**src/rtl/mem_port_scheduler.sv**
```systemverilog
// rtl/mem_port_scheduler.sv - shares the single-port data BRAM between the memory FU and the loader port
//
// Purpose: grants the BRAM round-robin to the functional unit (A) and the
// loader/debug port (B). Loads from A return on the CDB, loads from B on
// b_rdata/b_rvalid, I_OUTPUT bytes go to the tx stream.
// Ports:
//   clk, rst                   clock, synchronous active-high reset
//   a_valid/a_ready, a_*       functional-unit request (opcode, rsv_id, address, data)
//   b_valid/b_ready, b_*       loader request (we, address, data), b_rdata/b_rvalid read return
//   o_cdb/o_cdb_valid/_ready   load result {rsv_id, data}
//   tx_data/tx_valid/tx_ready  transmit byte stream
//   mem_*                      BRAM port, mem_rdata one cycle after a read enable

package fcpu_pkg;
  localparam int DATA_W   = 32;
  localparam int RSV_ID_W = 4;
  localparam int CDB_W    = RSV_ID_W + DATA_W;
  localparam int INSTR_W  = 6;

  localparam logic [INSTR_W-1:0] I_LOAD   = 6'd1;
  localparam logic [INSTR_W-1:0] I_LOADB  = 6'd2;
  localparam logic [INSTR_W-1:0] I_STORE  = 6'd3;
  localparam logic [INSTR_W-1:0] I_STOREB = 6'd4;
  localparam logic [INSTR_W-1:0] I_STORER = 6'd5;
  localparam logic [INSTR_W-1:0] I_OUTPUT = 6'd6;
endpackage

module mem_port_scheduler
  import fcpu_pkg::*;
#(
  parameter int ADDR_W = 12
) (
  input  logic                clk,
  input  logic                rst,
  input  logic                a_valid,
  input  logic [INSTR_W-1:0]  a_opcode,
  input  logic [RSV_ID_W-1:0] a_rsv_id,
  input  logic [DATA_W-1:0]   a_address,
  input  logic [DATA_W-1:0]   a_data,
  output logic                a_ready,
  input  logic                b_valid,
  input  logic                b_we,
  input  logic [DATA_W-1:0]   b_address,
  input  logic [DATA_W-1:0]   b_data,
  output logic                b_ready,
  output logic [DATA_W-1:0]   b_rdata,
  output logic                b_rvalid,
  output logic [CDB_W-1:0]    o_cdb,
  output logic                o_cdb_valid,
  input  logic                o_cdb_ready,
  output logic [7:0]          tx_data,
  output logic                tx_valid,
  input  logic                tx_ready,
  output logic                mem_en,
  output logic                mem_we,
  output logic [ADDR_W-1:0]   mem_addr,
  output logic [DATA_W-1:0]   mem_wdata,
  input  logic [DATA_W-1:0]   mem_rdata
);

  typedef enum logic [1:0] {IDLE, READ, RESP, OUT} state_t;

  state_t              state_q, state_d;
  logic                last_b;   // 1 when B was granted most recently
  logic                rd_b;     // read in flight belongs to B
  logic [RSV_ID_W-1:0] rsv_q;
  logic [CDB_W-1:0]    cdb_q;
  logic [7:0]          tx_q;

  logic op_read, op_write, op_out;
  logic idle, grant_b, a_fire, b_fire;

  // Upper address bits alias onto the BRAM and are intentionally ignored.
  logic unused_addr_bits;
  assign unused_addr_bits = ^{a_address[DATA_W-1:ADDR_W], b_address[DATA_W-1:ADDR_W]};

  always_comb begin
    op_read  = (a_opcode == I_LOAD) || (a_opcode == I_LOADB);
    op_write = (a_opcode == I_STORE) || (a_opcode == I_STOREB) || (a_opcode == I_STORER);
    op_out   = (a_opcode == I_OUTPUT);

    idle    = (state_q == IDLE) && !rst;
    // B wins when it is alone, or on a tie when A had the last grant.
    grant_b = b_valid && (!a_valid || !last_b);
    a_ready = idle && !grant_b;
    b_ready = idle && grant_b;
    a_fire  = a_valid && a_ready;
    b_fire  = b_valid && b_ready;

    mem_en    = 1'b0;
    mem_we    = 1'b0;
    mem_addr  = '0;
    mem_wdata = '0;
    if (a_fire) begin
      mem_en    = op_read || op_write;
      mem_we    = op_write;
      mem_addr  = (op_read || op_write) ? a_address[ADDR_W-1:0] : '0;
      mem_wdata = op_write ? a_data : '0;
    end else if (b_fire) begin
      mem_en    = 1'b1;
      mem_we    = b_we;
      mem_addr  = b_address[ADDR_W-1:0];
      mem_wdata = b_we ? b_data : '0;
    end

    state_d = state_q;
    case (state_q)
      IDLE: begin
        if (a_fire && op_read)       state_d = READ;
        else if (a_fire && op_out)   state_d = OUT;
        else if (b_fire && !b_we)    state_d = READ;
      end
      READ:    state_d = rd_b ? IDLE : RESP;
      RESP:    if (o_cdb_ready) state_d = IDLE;
      OUT:     if (tx_ready) state_d = IDLE;
      default: state_d = IDLE;
    endcase
  end

  always_ff @(posedge clk) begin
    if (rst) begin
      state_q <= IDLE;
      last_b  <= 1'b1;
      rd_b    <= 1'b0;
      rsv_q   <= '0;
      cdb_q   <= '0;
      tx_q    <= '0;
    end else begin
      state_q <= state_d;
      if (a_fire)      last_b <= 1'b0;
      else if (b_fire) last_b <= 1'b1;
      if (a_fire && op_read) begin
        rsv_q <= a_rsv_id;
        rd_b  <= 1'b0;
      end
      if (b_fire && !b_we) rd_b <= 1'b1;
      if (state_q == READ && !rd_b) cdb_q <= {rsv_q, mem_rdata};
      if (a_fire && op_out) tx_q <= a_data[7:0];
    end
  end

  assign o_cdb       = cdb_q;
  assign o_cdb_valid = (state_q == RESP);
  assign tx_data     = tx_q;
  assign tx_valid    = (state_q == OUT);
  assign b_rvalid    = (state_q == READ) && rd_b;
  // B read data passes straight through from the BRAM in its return cycle.
  assign b_rdata     = b_rvalid ? mem_rdata : '0;

endmodule

```
**config.mk**
```make
export PLATFORM = sky130hd
export DESIGN_NAME = mem_port_scheduler
export DESIGN_NICKNAME = d
export VERILOG_FILES = /design/src/rtl/mem_port_scheduler.sv
export SDC_FILE = /design/constraint.sdc
export NUM_CORES = 1
export LEC_CHECK = 0
export ABC_AREA = 1
export ABC_CLOCK_PERIOD_IN_PS = 5000
export CAP_MARGIN = 15
export CORE_AREA = 4 4 117 119
export DETAILED_ROUTE_END_ITERATION = 10
export DIE_AREA = 0 0 121 123
export DONT_BUFFER_PORTS = 1
export PLACE_DENSITY = 0.44
export SETUP_SLACK_MARGIN = 0.15
export SLEW_MARGIN = 40
export SYNTH_ARGS = -nofsm -noshare
export SYNTH_HDL_FRONTEND = slang
export SYNTH_SLANG_ARGS = --single-unit
export TNS_END_PERCENT = 50
```
**constraint.sdc**
```tcl
create_clock -name clk -period 5 [get_ports clk]
set_input_delay 1.5 -clock clk [delete_from_list [all_inputs] [get_ports clk]]
set_output_delay 1.5 -clock clk [all_outputs]
set_load 0.02 [all_outputs]
```
==> run metrics, run 1 <==
status finished, final reports clean; H-tree Lvls 2; slowest CP cell inv_2; cts repair resizes 0; Max VDD drop 0.135 mV; Final #Nets 644; CTS sink cnt 52; number of I/O port buffers 0; overall power 0.00138 W; synth warn 0; Max-slew headroom 0.543; area share of the largest cell type after synthesis 0.353; hpwl dp 7390 um; Worst Clk Skew 0.00738 ns; die width 121 um; GRT overflow 0; EDFF count, synth 0; fin cells 640; Root Buffer Master clkbuf_16; number of post-CTS setup repair buffers 0; Slew Limit Fails 0; Pre-antenna DRT Iters 4; DRT iter0 DRCs 179; final hold viol count 0; die area 14900 um^2; most frequent cells after synthesis 107 x nand2_1, 80 x inv_1, 66 x nor2_1; most common cell in the synthesized netlist nand2_1; Worst path max stage delay 0.53 ns; Final Critical Period 4.33 ns; Worst setup SP type primary input; post-place setup slack 0.656 ns; area delta synth->final 8.82%; async set-reset flop share out of synthesis 0; sequential-to-total area share from yosys stat 0.353; final WL 9360 um; Initial Utilization 0.235; clk slew on worst S/H paths 0.07 ns; Residual DRC 0; I/O pin count 304; GRT Total Usage 0.117; largest net degree at the start of global routing 52; Die Y 123 um; top_reg_cell synth dfxtp_1; PwrDens 430 nW/um^2; setup TNS 0 ns; Leak 1.52 nW; #FFs+latches synth 52; final setup vio count 0; Crit. End Element primary output; pin slew with the least headroom to its limit 0.685 ns; Wirelength per Cell 14.6 um; post-route ant nets 0; Min-Delay Path Class reg2reg; Post-CTS Hold Fix Bufs 0; CTS max path bufs 2; synthesized area 2950 um^2; clk_lat worst skew 0.29 ns; global-route wire length before repair 14000 um; CTS tree built; syn nets 660; n_diodes 0; setup ws final 0.672 ns; RD Place Congestion 0.753; largest cells by area after synthesis dfxtp_1 35%, nand2_1 14%, inv_1 10%, o21ai_0 9.5%, nor2_1 8.4%; Crit Path Class in2out; initial antenna violation count 0; most frequent cell on the critical path nand2_1; CP Cell Sequence nand2_1 -> nand2_1 -> inv_1 -> nand2_1 -> inv_2 -> nand3_1 -> nand2_1; vias post-DR 2841; placed cell count 632; final worst-path cycle share 0.866; Max Clk Rate 231 MHz; number of max-cap violations 0; cell taking the most area after synthesis dfxtp_1; worst-path maximum fanout 46; Avg Cell Area, Syn 6.11 um^2; CORE AREA 12600 um^2; fraction of layout cells with a size suffix above 1 0.0577; Finished Cell Area 3210 um^2; Post-Syn Instances 483; unrepaired setup endpoints after global routing false; total CTS buffers 5; Critical Path AT 2.83 ns; unique cell type count in the Yosys netlist 21; Crit path required time 3.50 ns; vias in the first global route 2690; DP Area 3050 um^2; Core Rows 41; vias per cell 4.44
cell usage in the layout (no fill, tap or decap):
cell and count:
nand2_1 107, nand3_2 1, o21ai_2 1, o21ai_1 6, inv_2 4, dfxtp_1 52, nor3_2 2, nor2_4 3
inv_8 1, inv_1 80, a21oi_1 38, nor2_1 66, nand3_1 36, buf_4 4, clkinv_4 1, nand4_4 1
nor2_2 1, or2_2 1, clkinvlp_4 1, clkbuf_16 5, o21ai_0 56, buf_12 1
through the flow:
| stage | utilization | hold slack (ns) |
|---|---|---|
| finish | 0.255 | 0.467 |
| global route | 0.255 | 0.516 |
| CTS | 0.255 | 0.470 |
| detailed placement | 0.243 | 0.449 |
| global placement | 0.243 | 0.437 |
| floorplan | - | 0.429 |
state kept, by name, summed over array words and instances (netlist names):
name and flops:
last_b 1, state_q 2, tx_data 8, o_cdb 36
rd_b 1, rsv_q 4
critical path, delay by kind of cell:
family | cells | cell delay, ns
AND/OR/NAND/NOR | 5 | 0.66
buffers and inverters | 2 | 0.63
layer usage:
metal  track usage  vias to the layer above  share of wire
met5             0                        -              0
met4        0.0177                        0         0.0035
met3        0.0471                        2           0.12
met2         0.222                      148           0.51
met1         0.124                     1236           0.37
li1              -                     1455              -
cell families (layout without fill, tap and decap cells):
| family | Yosys count | after routing | share of synthesized area |
|---|---|---|---|
| AO/OA/AOI/OAI | 101 | 101 | 0.173 |
| buffers and inverters | 112 | 97 | 0.164 |
| flip-flops | 52 | 52 | 0.353 |
| AND/OR/NAND/NOR | 218 | 218 | 0.311 |
final timing paths:
check	from	end	slack (ns)	cells past startpoint
hold / removal	last_b	last_b	0.47	2
setup reg to reg	state_q[1]	o_cdb[27]	3.21	5
setup / recovery	a_valid	mem_wdata[6]	0.67	7
hold reg to reg	last_b	last_b	0.47	2
cell type report:
class                      count  area (um^2)
timing repair buffer           5         50.0
sequential                    52         1040
inverter                      84          315
clock buffer                   5          125
fill                        1418         9360
clock inverter                 3         27.5
multi-input combinational    319         1440
tap                          172          215
power breakdown:
part | switching, W | total, W | leakage [nW] | internal, W
registers | 0.000220 | 0.000752 | 0.424 | 0.000531
clock network | 0.000160 | 0.000350 | 0.0719 | 0.000190
logic | 0.000196 | 0.000279 | 1.02 | 0.0000828
No activity file was read; power rests on OpenSTA's default activity.
==> inputs of run 2 (changes only) <==
--- a/config.mk
+++ b/config.mk
@@ -9,10 +9,13 @@
 export ABC_CLOCK_PERIOD_IN_PS = 5000
 export CAP_MARGIN = 15
 export CORE_AREA = 4 4 117 119
+export CTS_BUF_LIST = sky130_fd_sc_hd__clkbuf_8
 export DETAILED_ROUTE_END_ITERATION = 10
 export DIE_AREA = 0 0 121 123
 export DONT_BUFFER_PORTS = 1
+export GPL_ROUTABILITY_DRIVEN = 0
 export PLACE_DENSITY = 0.44
+export REMOVE_ABC_BUFFERS = 1
 export SETUP_SLACK_MARGIN = 0.15
 export SLEW_MARGIN = 40
 export SYNTH_ARGS = -nofsm -noshare
==> run metrics, run 2 (same netlist as run 1, synthesis figures left out) <==
Reg power frac 0.569 (was 0.545); vias per cell 4.51 (was 4.44); fin cells 641 (was 640); H-tree Lvls 2 (unchanged); internal cell power 0.000761 W (was 0.000804 W); GRT overflow 0 (unchanged); switching share of power 0.424 (was 0.417); hold path depth 2 (unchanged); Switching Power 0.000559 W (was 0.000576 W); final worst-path cycle share 0.881 (was 0.866); Final #Nets 645 (was 644); Worst Clk Skew 0.00375 ns (was 0.00738 ns); Worst setup SP type primary input (unchanged); number of max-cap violations 0 (unchanged); number of I/O port buffers 0 (unchanged); Fillers 1429 (was 1418); CTS max path bufs 2 (unchanged); Comb pwr share 0.214 (was 0.202); placed cell count 633 (was 632); number of post-CTS setup repair buffers 0 (unchanged); Finished Cell Area 3160 um^2 (was 3210 um^2); post-route ant nets 0 (unchanged); n_diodes 0 (unchanged); CORE AREA 12600 um^2 (unchanged); clk slew on worst S/H paths 0.09 ns (was 0.07 ns); commonest non-fill, non-tap cell in the layout nand2_1 (unchanged); DRT iter0 DRCs 113 (was 179); Crit path required time 3.50 ns (about the same); r2r worst-path depth 6 (was 5); die area 14900 um^2 (unchanged); Critical Path AT 2.90 ns (was 2.83 ns); Final Critical Period 4.40 ns (was 4.33 ns); most frequent cells in the layout 107 x nand2_1, 81 x inv_1, 66 x nor2_1, 56 x o21ai_0, 52 x dfxtp_1 (was 107 x nand2_1, 80 x inv_1, 66 x nor2_1, 56 x o21ai_0, 52 x dfxtp_1); area delta synth->final 7.21% (was 8.82%); Root Buffer Master clkbuf_8 (was clkbuf_16); unrepaired setup endpoints after global routing false (unchanged); Crit Path Class in2out (unchanged); CTS sink cnt 52 (unchanged); global-route wire length before repair 15000 um (was 14000 um); Clk pwr share 0.217 (was 0.253); Residual DRC 0 (unchanged); DP Area 3060 um^2 (was 3050 um^2); clk_lat worst skew 0.30 ns (was 0.29 ns); Crit. End Element primary output (unchanged); PwrDens 418 nW/um^2 (was 430 nW/um^2); Initial Utilization 0.235 (unchanged); Slew Limit Fails 0 (unchanged); Die Y 123 um (unchanged); Wirelength per Cell 16.3 um (was 14.6 um); max reg flops 36 (unchanged); Max Clk Rate 227 MHz (was 231 MHz); cts repair resizes 0 (unchanged); Post-CTS Hold Fix Bufs 0 (unchanged); hpwl dp 8310 um (was 7390 um); total CTS buffers 5 (unchanged); final setup vio count 0 (unchanged); Core Rows 41 (unchanged); fraction of layout cells with a size suffix above 1 0.0533 (was 0.0577); setup ws final 0.596 ns (was 0.672 ns); worst-path maximum fanout 46 (unchanged); final WL 10400 um (was 9360 um); CTS tree built (unchanged); I/O pin count 304 (unchanged); final hold viol count 0 (unchanged); status finished, final reports clean (unchanged); GRT Total Usage 0.130 (was 0.117); vias in the first global route 2653 (was 2690); Leak 1.51 nW (was 1.52 nW); vias post-DR 2890 (was 2841); Max-slew headroom 0.430 (was 0.543); largest net degree at the start of global routing 73 (was 52); Pre-antenna DRT Iters 4 (unchanged); Min-Delay Path Class reg2reg (unchanged); initial antenna violation count 0 (unchanged); die width 121 um (unchanged); setup TNS 0 ns (unchanged); pin slew with the least headroom to its limit 0.849 ns (was 0.685 ns); post-place setup slack 0.630 ns (was 0.656 ns); Max VDD drop 0.136 mV (was 0.135 mV)
-- run 2: cell types whose count changed in the layout (fill, tap and decap cells not counted), sizes merged --
cell	change
clkinvlp	-1
buf	+1
bufinv	+1
-- run 2: cell type report --
class / instances / area [um^2] / area share
clock buffers: 5 / 68.8 / 0.0218
flip-flops and latches: 52 / 1040 / 0.329
well taps: 172 / 215 / 0.0680
inverters: 84 / 315 / 0.0997
clock inverters: 3 / 38.8 / 0.0123
multi-input cells: 319 / 1430 / 0.451
repair buffers: 6 / 57.6 / 0.0182
-- run 2: routing by layer --
| metal | global-route usage | share of wire |
|---|---|---|
| met1 | 0.143 | 0.36 |
| met2 | 0.229 | 0.48 |
| met5 | 0 | 0 |
| met4 | 0.0482 | 0.024 |
| met3 | 0.0494 | 0.13 |
-- run 2: worst paths after layout --
check                   from             to  slack (ns)
hold / removal        last_b         last_b        0.49
hold reg to reg       last_b         last_b        0.49
setup / recovery     a_valid  mem_wdata[26]        0.60
setup reg to reg  state_q[0]           rd_b        3.39
-- run 2: stage by stage --
stage / hold slack, ns / utilization / total power [W]
global route: 0.516 / 0.252 / 0.00142
finish: 0.488 / 0.252 / 0.00132
global placement: 0.447 / 0.243 / 0.00104
detailed placement: 0.452 / 0.243 / 0.00105
CTS: 0.478 / 0.252 / 0.00135
floorplan: 0.429 / - / 0.000961
-- run 2: worst max-delay path, cell delays in order --
cell and delay, ns:
nand2_1 0.04, nand2_1 0.09, inv_1 0.09, nand2_1 0.11, inv_2 0.56, nand3_1 0.23
nand2_1 0.26
-- run 2: power groups by stage --
stage / logic (W) / clock network, W / registers, W
floorplan: 0.000226 / 0 / 0.000734
global placement: 0.000280 / 0 / 0.000761
detailed placement: 0.000288 / 0 / 0.000764
CTS: 0.000288 / 0.000307 / 0.000753
global route: 0.000332 / 0.000320 / 0.000767
finish: 0.000283 / 0.000286 / 0.000751
